===== src/rtl/signed_seq_multiplier.sv =====
// Sequential shift-add multiplier with per-operand signed/unsigned selection.
// Magnitudes are multiplied over WIDTH cycles; the sign is applied in a final fix-up cycle.
`timescale 1ns/1ps

module signed_seq_multiplier #(
    parameter int WIDTH = 8
) (
    input  logic                 Clock,
    input  logic                 Reset,
    input  logic                 Start,
    input  logic [WIDTH-1:0]     inputA,
    input  logic [WIDTH-1:0]     inputB,
    input  logic                 SignA,
    input  logic                 SignB,
    output logic                 Busy,
    output logic                 Done,
    output logic [2*WIDTH-1:0]   Product,
    output logic                 ProductSigned
);

    localparam int CW = $clog2(WIDTH + 1);

    typedef enum logic [1:0] {IDLE, RUN, FIX} state_t;

    state_t               state_q, state_d;
    logic [WIDTH-1:0]     mag_a_q, mag_a_d;
    logic [2*WIDTH-1:0]   acc_q, acc_d;
    logic [CW-1:0]        cnt_q, cnt_d;
    logic                 neg_q, neg_d;
    logic [2*WIDTH-1:0]   product_q, product_d;
    logic                 psig_q, psig_d;
    logic                 done_q, done_d;

    logic                 neg_a, neg_b;
    logic [WIDTH-1:0]     mag_a_in, mag_b_in;
    logic [WIDTH:0]       sum;
    logic [2*WIDTH:0]     shifted;

    // NOTE: async active-low reset clears every flop, including the datapath,
    // so an aborted request leaves no residue in Product or the accumulator.
    always_ff @(posedge Clock or negedge Reset) begin
        if (!Reset) begin
            state_q   <= IDLE;
            mag_a_q   <= '0;
            acc_q     <= '0;
            cnt_q     <= '0;
            neg_q     <= 1'b0;
            product_q <= '0;
            psig_q    <= 1'b0;
            done_q    <= 1'b0;
        end else begin
            // NOTE: non-blocking so every flop samples the pre-edge values.
            state_q   <= state_d;
            mag_a_q   <= mag_a_d;
            acc_q     <= acc_d;
            cnt_q     <= cnt_d;
            neg_q     <= neg_d;
            product_q <= product_d;
            psig_q    <= psig_d;
            done_q    <= done_d;
        end
    end

    always_comb begin
        state_d = state_q;
        unique case (state_q)
            IDLE:    if (Start) state_d = RUN;
            RUN:     if (cnt_q == CW'(1)) state_d = FIX;
            FIX:     state_d = IDLE;
            default: state_d = IDLE;
        endcase
    end

    always_comb begin
        // NOTE: every target gets a hold default first, so no latches are inferred.
        mag_a_d   = mag_a_q;
        acc_d     = acc_q;
        cnt_d     = cnt_q;
        neg_d     = neg_q;
        product_d = product_q;
        psig_d    = psig_q;
        done_d    = (state_q == FIX);

        neg_a    = SignA & inputA[WIDTH-1];
        neg_b    = SignB & inputB[WIDTH-1];
        mag_a_in = neg_a ? (~inputA + WIDTH'(1)) : inputA;
        mag_b_in = neg_b ? (~inputB + WIDTH'(1)) : inputB;

        // Multiplier bits sit in the low half and are consumed LSB-first.
        sum     = acc_q[0] ? ({1'b0, acc_q[2*WIDTH-1:WIDTH]} + {1'b0, mag_a_q})
                           : {1'b0, acc_q[2*WIDTH-1:WIDTH]};
        shifted = {sum, acc_q[WIDTH-1:0]};

        unique case (state_q)
            IDLE: begin
                if (Start) begin
                    mag_a_d = mag_a_in;
                    acc_d   = {{WIDTH{1'b0}}, mag_b_in};
                    cnt_d   = CW'(WIDTH);
                    neg_d   = neg_a ^ neg_b;
                    psig_d  = SignA | SignB;
                end
            end
            RUN: begin
                acc_d = shifted[2*WIDTH:1];
                cnt_d = cnt_q - CW'(1);
            end
            FIX: begin
                // Negating a zero magnitude wraps back to zero.
                product_d = neg_q ? (~acc_q + (2*WIDTH)'(1)) : acc_q;
            end
            default: ;
        endcase
    end

    always_comb begin
        Busy          = (state_q != IDLE);
        Done          = done_q;
        Product       = product_q;
        ProductSigned = psig_q;
    end

endmodule

===== config.mk =====
export PLATFORM = sky130hd
export DESIGN_NAME = signed_seq_multiplier
export DESIGN_NICKNAME = d
export VERILOG_FILES = /design/src/rtl/signed_seq_multiplier.sv
export SDC_FILE = /design/constraint.sdc
export NUM_CORES = 1
export LEC_CHECK = 0
export BUFFER_PORTS_ARGS = -buffer_cell sky130_fd_sc_hd__buf_2
export CAP_MARGIN = 20
export CORE_MARGIN = 2
export CORE_UTILIZATION = 25
export CTS_CLUSTER_DIAMETER = 80
export DETAILED_ROUTE_END_ITERATION = 8
export SLEW_MARGIN = 15
export SYNTH_ARGS = -nofsm -noshare
export SYNTH_HDL_FRONTEND = slang
export SYNTH_SLANG_ARGS = --single-unit

===== constraint.sdc =====
create_clock -name Clock -period 1.8 [get_ports Clock]
set_clock_uncertainty 0.2 [all_clocks]
set_input_delay 0.09 -clock Clock [delete_from_list [all_inputs] [get_ports Clock]]
set_output_delay 0.09 -clock Clock [all_outputs]
set_load 0.1 [all_outputs]

Word-level counts from Yosys, hierarchy flattened
Index checks and enable logic that the tools add are counted.

storage, ports and cells
  register bits = 49
  output and inout bits = 19
  logic and storage cells = 42

operators by class
  $add $sub $neg = 5
  reductions and logical operators = 6
  equal/unequal tests = 5
  bitwise operators = 7
  multiplexer cells = 11

operators with widths
  operator               number
  $mux 16                2
  $pmux 16 s2            1
  $add 16x1->16 const B  1
  $add 8x1->8 const B    2
  $mux 8                 2
  $not 16->16            1
  $not 8->8              2
  $add 8x8->9            1
  $mux 9                 1
  $pmux 4 s2             1
  $reduce_and 2->1       3
  $eq 4x1->1 const B     1
  $mux 2                 2
  $mux 4                 1
  $ne 2x2->1 const B     2
  $pmux 2 s2             1
  $reduce_bool 2->1      2
  $sub 4x1->4 const B    1
  $and 1x1->1            2
  $eq 2x1->1 const B     1
  $eq 2x2->1 const B     1
  $logic_not 2->1        1
  $or 1x1->1             1
  $xor 1x1->1            1

Depth between registers and ports, before layout
Gate-level depths: netlist (run 1).

  word-level depth = 5
  mapped depth = 8

Worst setup path after synthesis (run 1)
OpenSTA, ideal clock, no wires.

  path kind = reg-to-reg
  start point = register acc_q[8]
  end point = register acc_q[13]
  slack = -0.215 ns
  arrival = 1.689 ns
  period minus slack after synthesis = 2.015 ns
  stages on the path, launching flop included = 8
  path buffers = 0
  setup time = 0.127 ns
  cells stage by stage = dfrtp_1 ha_1 fa_1 a211oi_1 o21bai_1 a21oi_1 or4_1 nand3_1

on the way
  longest elaborated chain between the ends = 3

RTL lines
  element                   line  source
  start: declaration        27    logic [2*WIDTH-1:0] acc_q, acc_d;
  start signal: assignment  45    acc_q <= '0;
  start signal: assignment  55    acc_q <= acc_d;
  $add 8x8->9               90    sum = acc_q[0] ? ({1'b0, acc_q[2*WIDTH-1:WIDTH]} + {1'b0, mag_a_q})
  $mux 9                    90
  $pmux 16 s2               94    unique case (state_q)

No other way between the ends.
A chain may end at the register's enable or synchronous reset.

Final worst setup path (run 1)
  start point = register mag_a_q[0]
  end point = register acc_q[13]

on the way
  longest elaborated chain between the ends = 3

RTL lines
  element                   line  source
  start: declaration        26    logic [WIDTH-1:0] mag_a_q, mag_a_d;
  start signal: assignment  54    mag_a_q <= mag_a_d;
  $add 8x8->9               90
  $mux 9                    90
  $pmux 16 s2               94

No other way between the ends.

==> flow_summary.html, run 1 <==
<table>
<tr><th>Metric</th><th>Value</th></tr>
<tr><th colspan="2">Yosys</th></tr>
<tr><td>Number of enable-type register cells in the synthesized netlist</td><td>0</td></tr>
<tr><td>Number of warnings reported in the yosys synthesis log</td><td>0</td></tr>
<tr><td>Mapped Avg Cell Area</td><td>9.06 µm²</td></tr>
<tr><td>Yosys reg bits</td><td>49</td></tr>
<tr><td>Share of synthesized flip-flops with an asynchronous set or reset</td><td>100%</td></tr>
<tr><td>Area of the mapped netlist</td><td>2850 µm²</td></tr>
<tr><td>Count of cell types in the netlist</td><td>46</td></tr>
<tr><td>Net count after synthesis</td><td>350</td></tr>
<tr><td>Register area share after synthesis</td><td>43.0%</td></tr>
<tr><td>Cells after Synth</td><td>315</td></tr>
<tr><td>Flip-flop cell with the highest count after synthesis</td><td>sky130_fd_sc_hd__dfrtp_1</td></tr>
<tr><th colspan="2">Floorplan</th></tr>
<tr><td>Die footprint</td><td>12300 µm²</td></tr>
<tr><td>Number of top-level pins</td><td>40</td></tr>
<tr><td>Vert. Die Dim</td><td>111 µm</td></tr>
<tr><td>Area of the core</td><td>11300 µm²</td></tr>
<tr><td>Row count</td><td>39</td></tr>
<tr><td>Die extent in x</td><td>111 µm</td></tr>
<tr><td>Initial Utilization</td><td>25.3%</td></tr>
<tr><th colspan="2">Route</th></tr>
<tr><td>Routed length per instance</td><td>13.0 µm</td></tr>
<tr><td>1st-pass router iterations</td><td>5</td></tr>
<tr><td>Via-per-instance ratio</td><td>4.67</td></tr>
<tr><td>Number of nets still failing antenna checks after routing</td><td>0</td></tr>
<tr><td>DRC Markers</td><td>0</td></tr>
<tr><td>Via count</td><td>2586</td></tr>
<tr><td>DRT Wirelength</td><td>7200 µm</td></tr>
<tr><td>Initial DRC Count</td><td>105</td></tr>
<tr><th colspan="2">Layout</th></tr>
<tr><td>Top library cells by usage in the layout, fill and taps aside</td><td>sky130_fd_sc_hd__dfrtp_1, sky130_fd_sc_hd__nand2_1, sky130_fd_sc_hd__buf_4</td></tr>
<tr><td>Layout Utilization</td><td>35.7%</td></tr>
<tr><td>Area delta synth-&gt;final</td><td>40.9%</td></tr>
<tr><td>Diode insertion count for antenna repair</td><td>0</td></tr>
<tr><td>Filler cells</td><td>1131</td></tr>
<tr><td>Share of cells above drive strength 1</td><td>32.6%</td></tr>
<tr><td>Number of nets at the end of the flow</td><td>445</td></tr>
<tr><th colspan="2">Clock tree</th></tr>
<tr><td>Clock transition time at the flip-flop clock pins of the worst setup and hold paths</td><td>0.07 ns</td></tr>
<tr><td>Maximum clock path buffer count</td><td>2</td></tr>
<tr><td>CTS H-Tree Depth</td><td>2</td></tr>
<tr><td>TritonCTS clock tree</td><td>done</td></tr>
<tr><td>Inserted Clock Buffers</td><td>5</td></tr>
<tr><td>CTS root buffer</td><td>sky130_fd_sc_hd__clkbuf_16</td></tr>
<tr><td>Number of sinks handled by clock tree synthesis</td><td>49</td></tr>
<tr><td>Worst-Skew Late Latency</td><td>0.29 ns</td></tr>
<tr><th colspan="2">Placement</th></tr>
<tr><td>Routability-driven placement congestion ratio</td><td>0.833</td></tr>
<tr><td>IO buf count</td><td>39</td></tr>
<tr><td>DPL Wire Length</td><td>5370 µm</td></tr>
<tr><th colspan="2">Timing</th></tr>
<tr><td>Total count of max-transition violations in the final report</td><td>0</td></tr>
<tr><td>Final number of setup-violating endpoints</td><td>9</td></tr>
<tr><td>Share of the clock period used by the worst path</td><td>107%</td></tr>
<tr><td>Shortest period the worst path allows</td><td>1.93 ns</td></tr>
<tr><td>Max-Slew Margin vs Limit</td><td>64.2%</td></tr>
<tr><td>Endpoints failing hold</td><td>0</td></tr>
<tr><td>Fmax</td><td>519 MHz</td></tr>
<tr><td>Final setup slack of the worst path</td><td>-0.126 ns</td></tr>
<tr><td>Slew at the pin closest to its max-slew limit</td><td>0.537 ns</td></tr>
<tr><td>Unrepaired setup endpoints after global routing</td><td>yes</td></tr>
<tr><th colspan="2">Global routing</th></tr>
<tr><td>Antenna violations before repair</td><td>0</td></tr>
<tr><td>Remaining global-route overflow</td><td>0</td></tr>
<tr><td>First-pass GRT wire length</td><td>12100 µm</td></tr>
<tr><td>Maximum number of pins on one net before global-route repair</td><td>31</td></tr>
<tr><td>Vias in the first global route</td><td>2576</td></tr>
<tr><td>Global Route Usage Sum</td><td>11.9%</td></tr>
<tr><th colspan="2">Worst hold path</th></tr>
<tr><td>WHS Endpoint</td><td>acc_q[3]</td></tr>
<tr><td>Critical hold path startpoint</td><td>inputB[3]</td></tr>
<tr><td>Hold Crit Depth</td><td>4</td></tr>
<tr><td>Worst min path class</td><td>in -&gt; reg</td></tr>
<tr><th colspan="2">Outcome</th></tr>
<tr><td>Violated checks</td><td>setup timing</td></tr>
<tr><td>Run status</td><td>complete, but fails checks</td></tr>
<tr><th colspan="2">Setup path</th></tr>
<tr><td>Capture instance of the worst register-to-register path</td><td>acc_q[13]</td></tr>
<tr><td>Startpoint-to-endpoint class of the critical path</td><td>reg -&gt; reg</td></tr>
<tr><td>Signal arrival time at the worst endpoint</td><td>1.90 ns</td></tr>
<tr><td>Startpoint of the worst register-to-register path</td><td>mag_a_q[0]</td></tr>
<tr><td>Endpoint kind of the worst setup timing path</td><td>flop</td></tr>
<tr><td>R2r worst-path depth</td><td>7</td></tr>
<tr><td>Max Fanout on Critical Path</td><td>3</td></tr>
<tr><td>CP Data Required Time</td><td>1.78 ns</td></tr>
<tr><td>Reg2reg setup slack</td><td>-0.13 ns</td></tr>
<tr><td>Startpoint types</td><td>flop</td></tr>
<tr><th colspan="2">Pwr</th></tr>
<tr><td>Worst IR drop on VDD</td><td>0.00126 V</td></tr>
<tr><td>Static Leak</td><td>1.86 nW</td></tr>
<tr><td>Total power divided by cell area</td><td>2040 nW/µm²</td></tr>
<tr><td>Total power of the final layout</td><td>0.00821 W</td></tr>
<tr><th colspan="2">Job</th></tr>
<tr><td>Max-cap violation count</td><td>0</td></tr>
</table>
[stage by stage]
stage | setup slack [ns] | setup TNS (ns) | cells | instance area [µm²] | hold WS (ns)
after floorplan | -0.0897 | -0.162 | 315 | 2910 | -0.406
after global placement | -0.0999 | -0.469 | 521 | 3500 | -0.111
after detailed placement | -0.142 | -0.691 | 521 | 3500 | -0.106
after CTS | -0.103 | -0.602 | 549 | 3880 | 0.00143
after global routing | -0.251 | -1.66 | 554 | 4020 | 0.0279
final | -0.126 | -0.557 | 554 | 4020 | 0.00496
[cell type report]
class	instances	area (µm²)	area share, %
Multi-Input combinational cell	239	1680	41.8
Sequential cell	49	1230	30.6
Tap cell	143	179	4.45
Clock inverter	3	43.8	1.09
Inverter	14	55.1	1.37
Timing Repair Buffer	101	711	17.7
Clock buffer	5	125	3.11
[flip-flops by register name (all words and copies together), names as in the netlist]
register       cells
state_q            2
acc_q             16
cnt_q              4
neg_q              1
Product           16
Done               1
ProductSigned      1
mag_a_q            8
[synthesized netlist by cell type, types with 2 or more instances]
library cell	instances	area (µm²)
sky130_fd_sc_hd__dfrtp_1	49	1230
sky130_fd_sc_hd__nand2_1	49	184
sky130_fd_sc_hd__o21ai_0	38	190
sky130_fd_sc_hd__a21oi_1	17	85.1
sky130_fd_sc_hd__xor2_1	17	149
sky130_fd_sc_hd__ha_1	13	163
sky130_fd_sc_hd__nor2_1	13	48.8
sky130_fd_sc_hd__inv_1	11	41.3
sky130_fd_sc_hd__nand3_1	11	55.1
sky130_fd_sc_hd__xnor2_1	11	96.3
sky130_fd_sc_hd__clkbuf_1	10	37.5
sky130_fd_sc_hd__o22ai_1	8	50.1
sky130_fd_sc_hd__a31oi_1	5	31.3
sky130_fd_sc_hd__a32oi_1	4	35.0
sky130_fd_sc_hd__mux2i_1	4	40.0
sky130_fd_sc_hd__nand4_1	4	25.0
sky130_fd_sc_hd__nor3_1	4	20.0
sky130_fd_sc_hd__o21ai_1	4	20.0
sky130_fd_sc_hd__o31ai_1	4	30.0
sky130_fd_sc_hd__or3_1	4	25.0
sky130_fd_sc_hd__nor2b_1	3	18.8
sky130_fd_sc_hd__or4_1	3	22.5
sky130_fd_sc_hd__a222oi_1	2	20.0
sky130_fd_sc_hd__inv_2	2	7.51
sky130_fd_sc_hd__nor4_1	2	12.5
sky130_fd_sc_hd__o41ai_1	2	17.5
sky130_fd_sc_hd__or2_2	2	12.5
[where the power goes]
group | switching (W) | leakage, nW | internal (W)
Combinational | 0.00320 | 1.15 | 0.00192
Sequential | 0.000430 | 0.621 | 0.00160
Clock | 0.000413 | 0.0842 | 0.000658
Total | 0.00404 | 1.86 | 0.00417
[layer usage]
metal	up-vias	GRT usage [%]	share of wire, %
li1	1319	-	-
met1	1194	15.5	46
met2	65	20.1	48
met3	8	2.52	4.8
met4	0	2.92	0.97
met5	-	0	0
[repair_timing]
item	CTS	global route
setup buffers	7	5
hold buffers	13	0
resized for setup	7	24
endpoints found under the setup margin	10	16
endpoints found under the hold margin	30	0
pin swaps	10	15
[cells by family after synthesis]
family,after synthesis,synth area share (%)
multiplexers,5,1.93
AO/OA/AOI/OAI,91,19.5
flip-flops,49,43.0
XOR/XNOR,28,8.59
buffers and inverters,27,3.99
AND/OR/NAND/NOR,101,16.6
adder cells (fa/ha/maj),14,6.40
[worst max-delay path by stage]
| stage | startpoint | end | slack, ns |
|---|---|---|---|
| after floorplan | acc_q[8] | acc_q[13] | -0.09 |
| after CTS | mag_a_q[0] | acc_q[13] | -0.10 |
| after detailed placement | mag_a_q[0] | acc_q[13] | -0.14 |
| after global placement | mag_a_q[0] | acc_q[13] | -0.1 |
| after global routing | mag_a_q[0] | acc_q[13] | -0.25 |
| final | mag_a_q[0] | acc_q[13] | -0.13 |
[critical path: stages (launching register included)]
cell and delay (ns):
sky130_fd_sc_hd__dfrtp_1 0.39, sky130_fd_sc_hd__ha_2 0.20, sky130_fd_sc_hd__fa_2 0.37, sky130_fd_sc_hd__a211oi_2 0.19, sky130_fd_sc_hd__o21bai_1 0.11, sky130_fd_sc_hd__a21oi_2 0.17
sky130_fd_sc_hd__or4_1 0.13, sky130_fd_sc_hd__nand3_1 0.06
Note: power is estimated with default switching activity, not from simulation.
==> run 2: changes to the inputs <==
REMOVE_ABC_BUFFERS = 1   (was default)
==> flow_summary.html, run 2 (synthesis gave the netlist of run 1 again) <==
<table>
<tr><th>Metric</th><th>Value</th></tr>
<tr><th colspan="2">Outcome</th></tr>
<tr><td>Run status</td><td>complete, but fails checks</td></tr>
<tr><td>Violated checks</td><td>setup timing</td></tr>
<tr><th colspan="2">Layout</th></tr>
<tr><td>Top library cells by usage in the layout, fill and taps aside</td><td>sky130_fd_sc_hd__buf_4, sky130_fd_sc_hd__dfrtp_1, sky130_fd_sc_hd__nand2_1</td></tr>
<tr><td>Storage element area</td><td>1230 µm²</td></tr>
<tr><td>Area taken by multi-input logic gates</td><td>1740 µm²</td></tr>
<tr><td>Share of cells above drive strength 1</td><td>34.4%</td></tr>
<tr><td>Number of nets at the end of the flow</td><td>458</td></tr>
<tr><td>Filler cells</td><td>1144</td></tr>
<tr><td>Area delta synth-&gt;final</td><td>45.9%</td></tr>
<tr><td>Most common library cell in the layout ignoring fill and taps</td><td>sky130_fd_sc_hd__buf_4</td></tr>
<tr><td>Diode insertion count for antenna repair</td><td>0</td></tr>
<tr><td>Final Non-Filler Cells</td><td>567</td></tr>
<tr><th colspan="2">Floorplan</th></tr>
<tr><td>Row count</td><td>39</td></tr>
<tr><td>Area of the core</td><td>11300 µm²</td></tr>
<tr><td>Initial Utilization</td><td>25.3%</td></tr>
<tr><td>Vert. Die Dim</td><td>111 µm</td></tr>
<tr><td>Die footprint</td><td>12300 µm²</td></tr>
<tr><td>Number of top-level pins</td><td>40</td></tr>
<tr><td>Die extent in x</td><td>111 µm</td></tr>
<tr><th colspan="2">Setup path</th></tr>
<tr><td>Cells traversed along the worst timing path</td><td>ha_2 &gt; fa_2 &gt; a211oi_2 &gt; o21bai_1 &gt; a21oi_2 &gt; or4_1 &gt; nand3_1</td></tr>
<tr><td>Startpoint types</td><td>flop</td></tr>
<tr><td>Worst path slowest cell</td><td>sky130_fd_sc_hd__dfrtp_1</td></tr>
<tr><td>CP max stage delay</td><td>0.39 ns</td></tr>
<tr><td>Signal arrival time at the worst endpoint</td><td>1.93 ns</td></tr>
<tr><td>Max Fanout on Critical Path</td><td>3</td></tr>
<tr><td>CP Data Required Time</td><td>1.77 ns</td></tr>
<tr><td>Startpoint-to-endpoint class of the critical path</td><td>reg -&gt; reg</td></tr>
<tr><td>Endpoint kind of the worst setup timing path</td><td>flop</td></tr>
<tr><th colspan="2">Global routing</th></tr>
<tr><td>Remaining global-route overflow</td><td>0</td></tr>
<tr><td>First-pass GRT wire length</td><td>12200 µm</td></tr>
<tr><td>Antenna violations before repair</td><td>0</td></tr>
<tr><td>Maximum number of pins on one net before global-route repair</td><td>50</td></tr>
<tr><td>Global Route Usage Sum</td><td>11.9%</td></tr>
<tr><td>Vias in the first global route</td><td>2633</td></tr>
<tr><th colspan="2">Pwr</th></tr>
<tr><td>Worst IR drop on VDD</td><td>0.000949 V</td></tr>
<tr><td>Total power divided by cell area</td><td>2020 nW/µm²</td></tr>
<tr><td>Static Leak</td><td>1.92 nW</td></tr>
<tr><th colspan="2">Timing</th></tr>
<tr><td>Fmax</td><td>512 MHz</td></tr>
<tr><td>Unrepaired setup endpoints after global routing</td><td>yes</td></tr>
<tr><td>Shortest period the worst path allows</td><td>1.95 ns</td></tr>
<tr><td>Final number of setup-violating endpoints</td><td>12</td></tr>
<tr><td>Share of the clock period used by the worst path</td><td>108%</td></tr>
<tr><td>Final setup slack of the worst path</td><td>-0.152 ns</td></tr>
<tr><td>Endpoints failing hold</td><td>0</td></tr>
<tr><td>Total count of max-transition violations in the final report</td><td>0</td></tr>
<tr><td>Slew at the pin closest to its max-slew limit</td><td>0.629 ns</td></tr>
<tr><td>Max-Slew Margin vs Limit</td><td>58.1%</td></tr>
<tr><td>Hold WS</td><td>0.0116 ns</td></tr>
<tr><td>Final-layout setup total negative slack</td><td>-1.09 ns</td></tr>
<tr><th colspan="2">Clock tree</th></tr>
<tr><td>CTS root buffer</td><td>sky130_fd_sc_hd__clkbuf_16</td></tr>
<tr><td>Number of sinks handled by clock tree synthesis</td><td>49</td></tr>
<tr><td>Maximum clock path buffer count</td><td>2</td></tr>
<tr><td>CTS H-Tree Depth</td><td>2</td></tr>
<tr><td>Inserted Clock Buffers</td><td>5</td></tr>
<tr><td>Worst-Skew Late Latency</td><td>0.29 ns</td></tr>
<tr><td>TritonCTS clock tree</td><td>done</td></tr>
<tr><td>Clock transition time at the flip-flop clock pins of the worst setup and hold paths</td><td>0.07 ns</td></tr>
<tr><th colspan="2">Route</th></tr>
<tr><td>Routed length per instance</td><td>13.2 µm</td></tr>
<tr><td>Number of nets still failing antenna checks after routing</td><td>0</td></tr>
<tr><td>DRC Markers</td><td>0</td></tr>
<tr><td>Via-per-instance ratio</td><td>4.72</td></tr>
<tr><td>Initial DRC Count</td><td>143</td></tr>
<tr><td>1st-pass router iterations</td><td>4</td></tr>
<tr><td>DRT Wirelength</td><td>7490 µm</td></tr>
<tr><td>Via count</td><td>2676</td></tr>
<tr><th colspan="2">Placement</th></tr>
<tr><td>Routability-driven placement congestion ratio</td><td>0.779</td></tr>
<tr><td>Place WS</td><td>-0.289 ns</td></tr>
<tr><td>DPL Wire Length</td><td>5270 µm</td></tr>
<tr><td>DP Cell Count</td><td>529</td></tr>
<tr><td>IO buf count</td><td>39</td></tr>
<tr><th colspan="2">Worst hold path</th></tr>
<tr><td>Worst min path class</td><td>in -&gt; reg</td></tr>
<tr><th colspan="2">Job</th></tr>
<tr><td>Max-cap violation count</td><td>0</td></tr>
</table>
-- run 2: cell type report --
class                      instances  area share (%)
timing repair buffer             114            19.8
sequential                        49            29.5
clock buffer                       7            3.19
multi-input combinational        239            41.7
inverter                          14            1.26
clock inverter                     1           0.180
tap                              143            4.30
-- run 2: path summary, 6_finish.rpt --
check,start,endpoint,slack [ns],cells after the start
worst min register to register,Product[4],Product[4],0.27,2
worst max-delay path,mag_a_q[0],acc_q[13],-0.15,7
max in group asynchronous,Reset,acc_q[9],0.69,3
min in group asynchronous,Reset,Product[5],0.24,3
worst max register to register,mag_a_q[0],acc_q[13],-0.15,7
worst min-delay path,inputB[3],acc_q[3],0.01,4
-- run 2: report_power, final --
part / switching [W] / leakage (nW) / internal, W
Clock: 0.000399 / 0.0641 / 0.000517
Combinational: 0.00333 / 1.23 / 0.00212
Sequential: 0.000460 / 0.622 / 0.00160
Total: 0.00418 / 1.92 / 0.00424
-- run 2: metal layers --
metal	GRT usage, %	up-vias	part of all wire [%]
li1	-	1349	-
met3	1.97	10	3.5
met2	19.5	65	49
met1	15.9	1252	46
met4	4.17	0	1.7
met5	0	-	0
-- run 2: critical path: cells and delay by family (launching register included) --
kind                       cells  cell delay (ns)
DFF                            1             0.39
AOI/OAI and AO/OA              3             0.48
adders and majority gates      2             0.57
and+or+nand+nor                2             0.19
-- run 2: repair_timing --
action	CTS	global route
endpoints found under the setup margin	12	22
pin swaps	12	21
setup buffers	5	10
resized for setup	20	37
hold buffers	16	0
hold endpoints to repair	60	0
cloned	0	0
-- run 2: stage by stage --
step           utilization [%]  total power, W  instance area, µm²
2_1_floorplan                -         0.00515                2790
3_3_place_gp              31.1         0.00656                3500
3_5_place_dp              31.1         0.00666                3500
4_1_cts                   34.9         0.00795                3940
5_1_grt                   36.9         0.00899                4160
6_report                  36.9         0.00842                4160
